**src/rtl/spram_readout.sv**
```systemverilog
// rtl/spram_readout.sv - reads a contiguous SPRAM word range and streams it out on valid/ready
//
// Purpose: owns the SB_SPRAM256KA port in read mode. On start it issues reads
//   from base_addr for length words, absorbs the 1-cycle SPRAM read latency and
//   downstream backpressure in a small output buffer, and presents the words in
//   address order with m_last on the final one.
// Ports:
//   clock, resetn       single clock (posedge), asynchronous active-low reset
//   start               1-cycle request, samples base_addr/length when idle
//   base_addr, length   first word address, word count (0..2^ADDR_W)
//   busy, done          transfer in progress, 1-cycle completion pulse
//   spram_addr/cs/wren  SPRAM ADDRESS, CHIPSELECT, WREN (always 0)
//   spram_dout          SPRAM DATAOUT, valid the cycle after an issue
//   m_valid/m_data/m_last/m_ready   output word stream
`timescale 1ns/1ps
module spram_readout #(
  parameter int ADDR_W    = 14,
  parameter int DATA_W    = 16,
  parameter int BUF_DEPTH = 4
) (
  input  logic              clock,
  input  logic              resetn,
  input  logic              start,
  input  logic [ADDR_W-1:0] base_addr,
  input  logic [ADDR_W:0]   length,
  output logic              busy,
  output logic              done,
  output logic [ADDR_W-1:0] spram_addr,
  output logic              spram_cs,
  output logic              spram_wren,
  input  logic [DATA_W-1:0] spram_dout,
  output logic              m_valid,
  output logic [DATA_W-1:0] m_data,
  output logic              m_last,
  input  logic              m_ready
);

  localparam int PTR_W = $clog2(BUF_DEPTH);
  localparam int CNT_W = PTR_W + 2;
  localparam logic [ADDR_W:0]   LEN_ONE  = 1;
  localparam logic [ADDR_W-1:0] ADDR_ONE = 1;
  localparam logic [PTR_W-1:0]  PTR_ONE  = 1;

  typedef enum logic [1:0] {S_IDLE, S_READ, S_DRAIN} state_t;

  state_t            r_state;
  state_t            w_state_next;

  logic [ADDR_W:0]   r_len;
  logic [ADDR_W:0]   r_issued;
  logic [ADDR_W-1:0] r_next_addr;
  logic [ADDR_W-1:0] r_spram_addr;
  // Read pipeline: r_cs marks the SPRAM issue cycle, r_cap the following
  // cycle in which spram_dout holds the word and is pushed into the buffer.
  logic              r_cs;
  logic              r_cs_last;
  logic              r_cap;
  logic              r_cap_last;

  // Buffer entries carry the last-word flag alongside the data.
  logic [DATA_W:0]   r_buf [BUF_DEPTH];
  logic [PTR_W-1:0]  r_wr_ptr;
  logic [PTR_W-1:0]  r_rd_ptr;
  logic [CNT_W-1:0]  r_count;

  logic              r_m_valid;
  logic [DATA_W-1:0] r_m_data;
  logic              r_m_last;
  logic              r_done;

  logic              w_pop;
  logic              w_push;
  logic              w_room;
  logic              w_issue;
  logic              w_issue_last;
  logic              w_final;
  logic              w_accept;
  logic [CNT_W-1:0]  w_commit;
  logic [CNT_W-1:0]  w_count_kept;
  logic [CNT_W-1:0]  w_count_next;
  logic [PTR_W-1:0]  w_rd_next;
  logic [DATA_W:0]   w_head_next;

  always_comb begin
    w_pop        = r_m_valid && m_ready;
    w_push       = r_cap;
    // Every word already buffered or still in the read pipeline has a slot
    // reserved; a new read may issue only if a slot remains after this pop.
    w_commit     = r_count + CNT_W'(r_cs) + CNT_W'(r_cap) - CNT_W'(w_pop);
    w_room       = w_commit < CNT_W'(BUF_DEPTH);
    w_issue      = (r_state == S_READ) && (r_issued != r_len) && w_room;
    w_issue_last = (r_issued == r_len - LEN_ONE);
    w_final      = w_pop && r_m_last;
    w_accept     = (r_state == S_IDLE) && start;
    w_count_kept = r_count - CNT_W'(w_pop);
    w_count_next = w_count_kept + CNT_W'(w_push);
    w_rd_next    = r_rd_ptr + PTR_W'(w_pop);
    // When the buffer drains to empty this cycle, the word being captured
    // becomes the new head directly.
    w_head_next  = (w_count_kept == '0) ? {r_cap_last, spram_dout} : r_buf[w_rd_next];
  end

  always_comb begin
    w_state_next = r_state;
    case (r_state)
      S_IDLE:  if (start && (length != '0)) w_state_next = S_READ;
      S_READ:  if (w_issue && w_issue_last) w_state_next = S_DRAIN;
      S_DRAIN: if (w_final) w_state_next = S_IDLE;
      default: w_state_next = S_IDLE;
    endcase
  end

  always_ff @(posedge clock or negedge resetn) begin
    if (!resetn) r_state <= S_IDLE;
    else         r_state <= w_state_next;
  end

  always_ff @(posedge clock or negedge resetn) begin
    if (!resetn) begin
      r_len        <= '0;
      r_issued     <= '0;
      r_next_addr  <= '0;
      r_spram_addr <= '0;
      r_cs         <= 1'b0;
      r_cs_last    <= 1'b0;
      r_cap        <= 1'b0;
      r_cap_last   <= 1'b0;
      r_wr_ptr     <= '0;
      r_rd_ptr     <= '0;
      r_count      <= '0;
      r_m_valid    <= 1'b0;
      r_m_data     <= '0;
      r_m_last     <= 1'b0;
      r_done       <= 1'b0;
    end else begin
      r_done <= (w_accept && (length == '0)) || ((r_state == S_DRAIN) && w_final);

      if (w_accept) begin
        r_len       <= length;
        r_issued    <= '0;
        r_next_addr <= base_addr;
      end else if (w_issue) begin
        r_issued    <= r_issued + LEN_ONE;
        r_next_addr <= r_next_addr + ADDR_ONE;
      end

      r_cs       <= w_issue;
      r_cs_last  <= w_issue && w_issue_last;
      if (w_issue) r_spram_addr <= r_next_addr;
      r_cap      <= r_cs;
      r_cap_last <= r_cs_last;

      if (w_push) r_wr_ptr <= r_wr_ptr + PTR_ONE;
      r_rd_ptr  <= w_rd_next;
      r_count   <= w_count_next;

      r_m_valid <= (w_count_next != '0);
      if (w_count_next != '0) begin
        r_m_data <= w_head_next[DATA_W-1:0];
        r_m_last <= w_head_next[DATA_W];
      end else begin
        r_m_last <= 1'b0;
      end
    end
  end

  always_ff @(posedge clock) begin
    if (w_push) r_buf[r_wr_ptr] <= {r_cap_last, spram_dout};
  end

  assign busy       = (r_state != S_IDLE);
  assign done       = r_done;
  assign spram_addr = r_spram_addr;
  assign spram_cs   = r_cs;
  assign spram_wren = 1'b0;
  assign m_valid    = r_m_valid;
  assign m_data     = r_m_data;
  assign m_last     = r_m_last;

endmodule
```
**config.mk**
```make
export PLATFORM = sky130hd
export DESIGN_NAME = spram_readout
export DESIGN_NICKNAME = d
export VERILOG_FILES = /design/src/rtl/spram_readout.sv
export SDC_FILE = /design/constraint.sdc
export NUM_CORES = 1
export LEC_CHECK = 0
export BUFFER_PORTS_ARGS = -buffer_cell sky130_fd_sc_hd__buf_2
export CAP_MARGIN = 20
export CORE_ASPECT_RATIO = 1.1
export CORE_MARGIN = 3
export CORE_UTILIZATION = 28
export DETAILED_ROUTE_END_ITERATION = 10
export PLACE_DENSITY = 0.43
export SLEW_MARGIN = 10
export SYNTH_ARGS = -nofsm -noshare
export SYNTH_HDL_FRONTEND = slang
export SYNTH_SLANG_ARGS = --single-unit
```
**constraint.sdc**
```tcl
create_clock -name clock -period 3.05 [get_ports clock]
set_input_delay 0.1525 -clock clock [delete_from_list [all_inputs] [get_ports clock]]
set_output_delay 0.1525 -clock clock [all_outputs]
set_load 0.1 [all_outputs]
```
# Word-level counts from Yosys, hierarchy flattened
# Memories as Yosys holds them, arrays and structs flattened.
# Cells that the tools add are included.
# totals
ff_bits	91
mem_bits_rw	68
inputBits	49
out_inout_bits	36
wordCells	65
mem_count	1
# classes
n_addsub	10
order_cmp	1
n_eq_ne	7
mux	12
n_reduce_logical	18
# memory_table
name	words	width	read_ports	rd_clocked_by_memory_dff	write_ports	line	source
r_buf	4	17	1	0	1	61	logic [DATA_W:0] r_buf [BUF_DEPTH];
# ops
op	count
$mux W15	2
$mux W14	2
$mux W17	1
$add A15 B1 Y15 const B	1
$eq A15 B15 Y1	1
$logic_not A15 Y1	1
$ne A15 B15 Y1	1
$reduce_bool A15 Y1	1
$sub A15 B1 Y15 const B	1
$add A14 B1 Y14 const B	1
$add A4 B1 Y4	3
$logic_and A1 B1 Y1	9
$sub A4 B1 Y4	2
$mux W2	3
$pmux W2 S3	1
$logic_not A4 Y1	1
$lt A4 B3 Y1 const B	1
$ne A2 B1 Y1 const B	2
$reduce_bool A2 Y1	2
$reduce_bool A4 Y1	1
$mux W1	3
$reduce_and A3 Y1	1
$add A2 B1 Y2	1
$add A2 B1 Y2 const B	1
other kinds (5)	5

# Depth between registers and ports, before layout
# depth
ltp_word	8
depth_mapped	12
depth_no_buf	11

# Worst setup path after synthesis
# No wires, ideal clock.
# synth_path
path_type	reg2reg
from	reg r_m_valid, in the netlist m_valid
to	reg r_issued[11]
setup_ps	78
t_arrival_ps	3464
required_time_ps	2972
setup_slack_ps	-492
path_stages_with_launch	12
n_path_buf	1
synth_period_minus_slack_ps	3542
path_cell_list	dfrtp_1 > and2_1 > ha_1 > inv_1 > ha_1 > a21o_1 > a2111oi_0 > a211oi_1 > a211o_4 > buf_6 > or4_1 > a21oi_1
# synth_between
elab_chain_cells	5
# synth_rtl
item	line	source
start: declaration	66	logic r_m_valid;
start signal: assignment	157	r_m_valid <= (w_count_next != '0);
$logic_and A1 B1 Y1	85	w_pop = r_m_valid && m_ready;
$sub A4 B1 Y4	89	w_commit = r_count + CNT_W'(r_cs) + CNT_W'(r_cap) - CNT_W'(w_pop);
$lt A4 B3 Y1	90	w_room = w_commit < CNT_W'(BUF_DEPTH);
$logic_and A1 B1 Y1	91	w_issue = (r_state == S_READ) && (r_issued != r_len) && w_room;
$reduce_bool A2 Y1 (no source line)	n/a	
end signal: assignment	143	r_issued <= r_issued + LEN_ONE;
end: declaration	50	logic [ADDR_W:0] r_issued;
# Every way passes these cells.
# A chain may end at the register's enable or synchronous reset.

# Worst setup path in the final report
# layout_path
from	reg r_m_valid, in the netlist m_valid
to	reg r_issued[14]
# Same word-level chain as after synthesis.

==> flow_metrics.env <==
export IMPL_criticalPathCategory="reg -> reg"
export IMPL_cp_required_ps=3390
export IMPL_clk_latency_ps=420
export IMPL_drt_total_wl_um=18530
export IMPL_critical_path_slowest_cell="dfrtp_4"
export IMPL_grt_pass1_wl_um=29370
export IMPL_grt_ovfl_total=0
export IMPL_wire_per_inst_um=16.36
export IMPL_synth_xor_area_frac=0.03638
export IMPL_cap_viol_max_count=0
export IMPL_pin_count=85
export IMPL_tightest_slew_ps=718.4
export IMPL_cts_sinks=159
export IMPL_cp_cell_sequence="and2_4 > ha_4 > inv_2 > ha_4 > a21o_1 > a2111oi_4 > a211oi_4 > a211o_4 > buf_4 > or4_1 > a21oi_1"
export IMPL_synth_top_area_share=0.3052
export IMPL_fin_crit_sh=0.9551
export IMPL_crit_fanout=9
export IMPL_syn_nets=704
export IMPL_diodes=0
export IMPL_tns_ps=0
export IMPL_synth_common_cells="nand2_1 (123), dfrtp_1 (91), edfxtp_1 (68)"
export IMPL_place_gp_congestion=0.7855
export IMPL_layout_drive_gt1_share=0.2292
export IMPL_min_path_type="in -> reg"
export IMPL_synth_cell_type_count=58
export IMPL_crit_family="compound AO/OA/AOI/OAI gates"
export IMPL_async_flop_share=0.5723
export IMPL_fin_crit_ps=2913
export IMPL_synth_warnings=0
export IMPL_synth_ff_type="dfrtp_1"
export IMPL_hold_slack_ps=17.17
export IMPL_rsz0062_at_grt="no"
export IMPL_postLayoutCoreUtil=0.3602
export IMPL_fmax_mhz=343.3
export IMPL_status="completed"
export IMPL_static_leakage_power_nw=3.767
export IMPL_synth_seq_cells=159
export IMPL_hold_viol=0
export IMPL_cts_inserted_buffers=17
export IMPL_yosysTopAreaCell="dfrtp_1"
export IMPL_die_y_um=177.2
export IMPL_htree_levels=4
export IMPL_syn_area_um2=7462
export IMPL_synth_area_leaders="dfrtp_1 (31%), edfxtp_1 (27%), nand2_1 (6.2%)"
export IMPL_num_vias=5370
export IMPL_drv_slew=0
export IMPL_maxSlewHeadroom=0.5211
export IMPL_synth_seq_area_share=0.5788
export IMPL_die_w_um=161.7
export IMPL_cpMostUsedCell="ha_4"
export IMPL_initial_core_util=0.2854
export IMPL_synthSimpleGateAreaFrac=0.1533
export IMPL_setup_viol=0
export IMPL_hpwl_um=12610
export IMPL_grt_max_degree=51
export IMPL_synth_mux_area_frac=0.08099
export IMPL_dieArea_um2=28650
export IMPL_drt_iter0_drc=271
export IMPL_crit_buf_inv=2
export IMPL_grt_pass1_vias=5568
export IMPL_peakVddDrop_mv=0.6625
export IMPL_clkTransAtPathRegs_ps=70
export IMPL_crit_arrival_ps=3250
export IMPL_ant_nets=0
export IMPL_clk_path_buf_depth=2
export IMPL_cts_tree="yes"
export IMPL_power_density_nw_per_um2=1124
export IMPL_firstDrtPassIters=4
export IMPL_crit_path_start_kind="register"
export IMPL_cts_root_buf="clkbuf_16"
export IMPL_synth_top_family_by_area="simple AND/OR/NAND/NOR gates"
export IMPL_synth_compound_area_frac=0.08685
export IMPL_antenna_found_initial=0
export IMPL_avgSynthCellArea_um2=11.70
export IMPL_fillCellCount=2639
export IMPL_viasPerCell=4.740
export IMPL_portBuffers=83
export IMPL_syn_inst=638
export IMPL_placementRows=62
export IMPL_synth_fa_ha_area_frac=0.02850
export IMPL_nNetsFinal=834
export IMPL_drc=0
export IMPL_core_um2=26140
export IMPL_synth_edff_count=68
export IMPL_synth_most_common_cell="nand2_1"
export IMPL_max_stage_delay_ps=460
export IMPL_grt_use_total=0.1309
export IMPL_fin_skew_ps=15.80
export IMPL_area_growth_syn_to_layout_pct=26.21
export IMPL_cp_end_kind="register"
-- cell usage in the layout, fill, tap and decap left out, types with 3 or more instances in the layout --
cell type      count
o31a_1             3
a21oi_1           17
o32ai_1            3
inv_4              3
and4_1             4
o21ai_0           28
buf_12             4
nand2b_1           5
or4_1             10
nand3_1           13
nand2_1          123
clkbuf_1           3
edfxtp_1          68
nand4_1            7
mux4_2            17
nor3_1             5
dfrtp_1           90
buf_2             82
and2_1             5
or3_1              8
ha_1              15
nor4_1            10
a31oi_1            9
and3_1             3
clkbuf_16         19
nor2_1            28
clkinv_2           4
xnor2_1           15
mux2i_1           21
xor2_1            16
inv_1             22
o31ai_1            9
dlygate4sd3_1     36
o21ai_1            4
buf_4             23
-- tightest hold or removal path, cell delays in order --
cell	delay [ps]
buf_2	100
o32ai_1	90
a21oi_1	60
-- stage by stage --
stage	total power, mW	setup WS, ps	area, um^2	cells
after floorplan	7.220	-38.89	7517	638
final	10.59	136.9	9418	1133
after CTS	10.63	23.53	9365	1130
after detailed placement	8.538	37.83	8449	1062
after global placement	8.456	90.26	8449	1062
after global routing	11.29	5.234	9418	1133
-- final cells by class --
cell class | instances | area, um^2 | area share
clock inverters | 9 | 55.05 | 0.005846
repair buffers | 145 | 1023 | 0.1087
flip-flops and latches | 159 | 4323 | 0.4590
well taps | 352 | 440.4 | 0.04676
clock buffers | 23 | 500.5 | 0.05314
multi-input cells | 422 | 2989 | 0.3174
inverters | 23 | 86.33 | 0.009167
-- final timing paths --
path                               from             end  slack (ps)  depth (start not counted)
min in group asynchronous        resetn       m_data[5]         340                          2
hold reg to reg               r_cs_last      r_cap_last         350                          0
hold / removal             base_addr[3]  r_next_addr[3]          20                          3
max in group asynchronous        resetn    r_issued[14]        1910                          3
setup reg to reg                m_valid    r_issued[14]         140                         11
setup / recovery                m_valid    r_issued[14]         140                         11
-- logic make-up (layout without fill, tap and decap cells) --
family,Yosys count,after routing
buffers and inverters,59,200
AOI/OAI and AO/OA,97,99
other,1,1
DFF,159,159
muxes,39,39
xor gates and xnor gates,31,31
and+or+nand+nor,235,235
adders and majority gates,17,17
-- what timing repair did --
item | 4_1_cts | 5_1_grt
buffers inserted | 0 | 1
endpoints found under the hold margin | 131 | 0
resized for setup | 0 | 4
setup endpoints to repair | 0 | 19
hold buffers | 36 | 0
-- metal layers --
metal	vias up	GRT usage	routed length [um]
met5	-	0	0
met1	2658	0.1625	8215
met2	120	0.2324	9364
met3	19	0.02317	688
li1	2573	-	-
met4	0	0.04053	265
-- registers in the layout, summed over array words and instances (netlist names), 2 cells and up --
signal       flops
r_count          4
r_issued        15
m_data          16
r_next_addr     14
r_rd_ptr         2
r_wr_ptr         2
r_state          2
r_buf           68
spram_addr      14
r_len           15
-- power by group --
part / switching [mW] / total (mW) / internal, mW
combinational: 3.57 / 5.29 / 1.72
clock: 0.859 / 2.02 / 1.16
sequential: 0.435 / 3.29 / 2.85
Note: power is estimated with default switching activity, not from simulation.
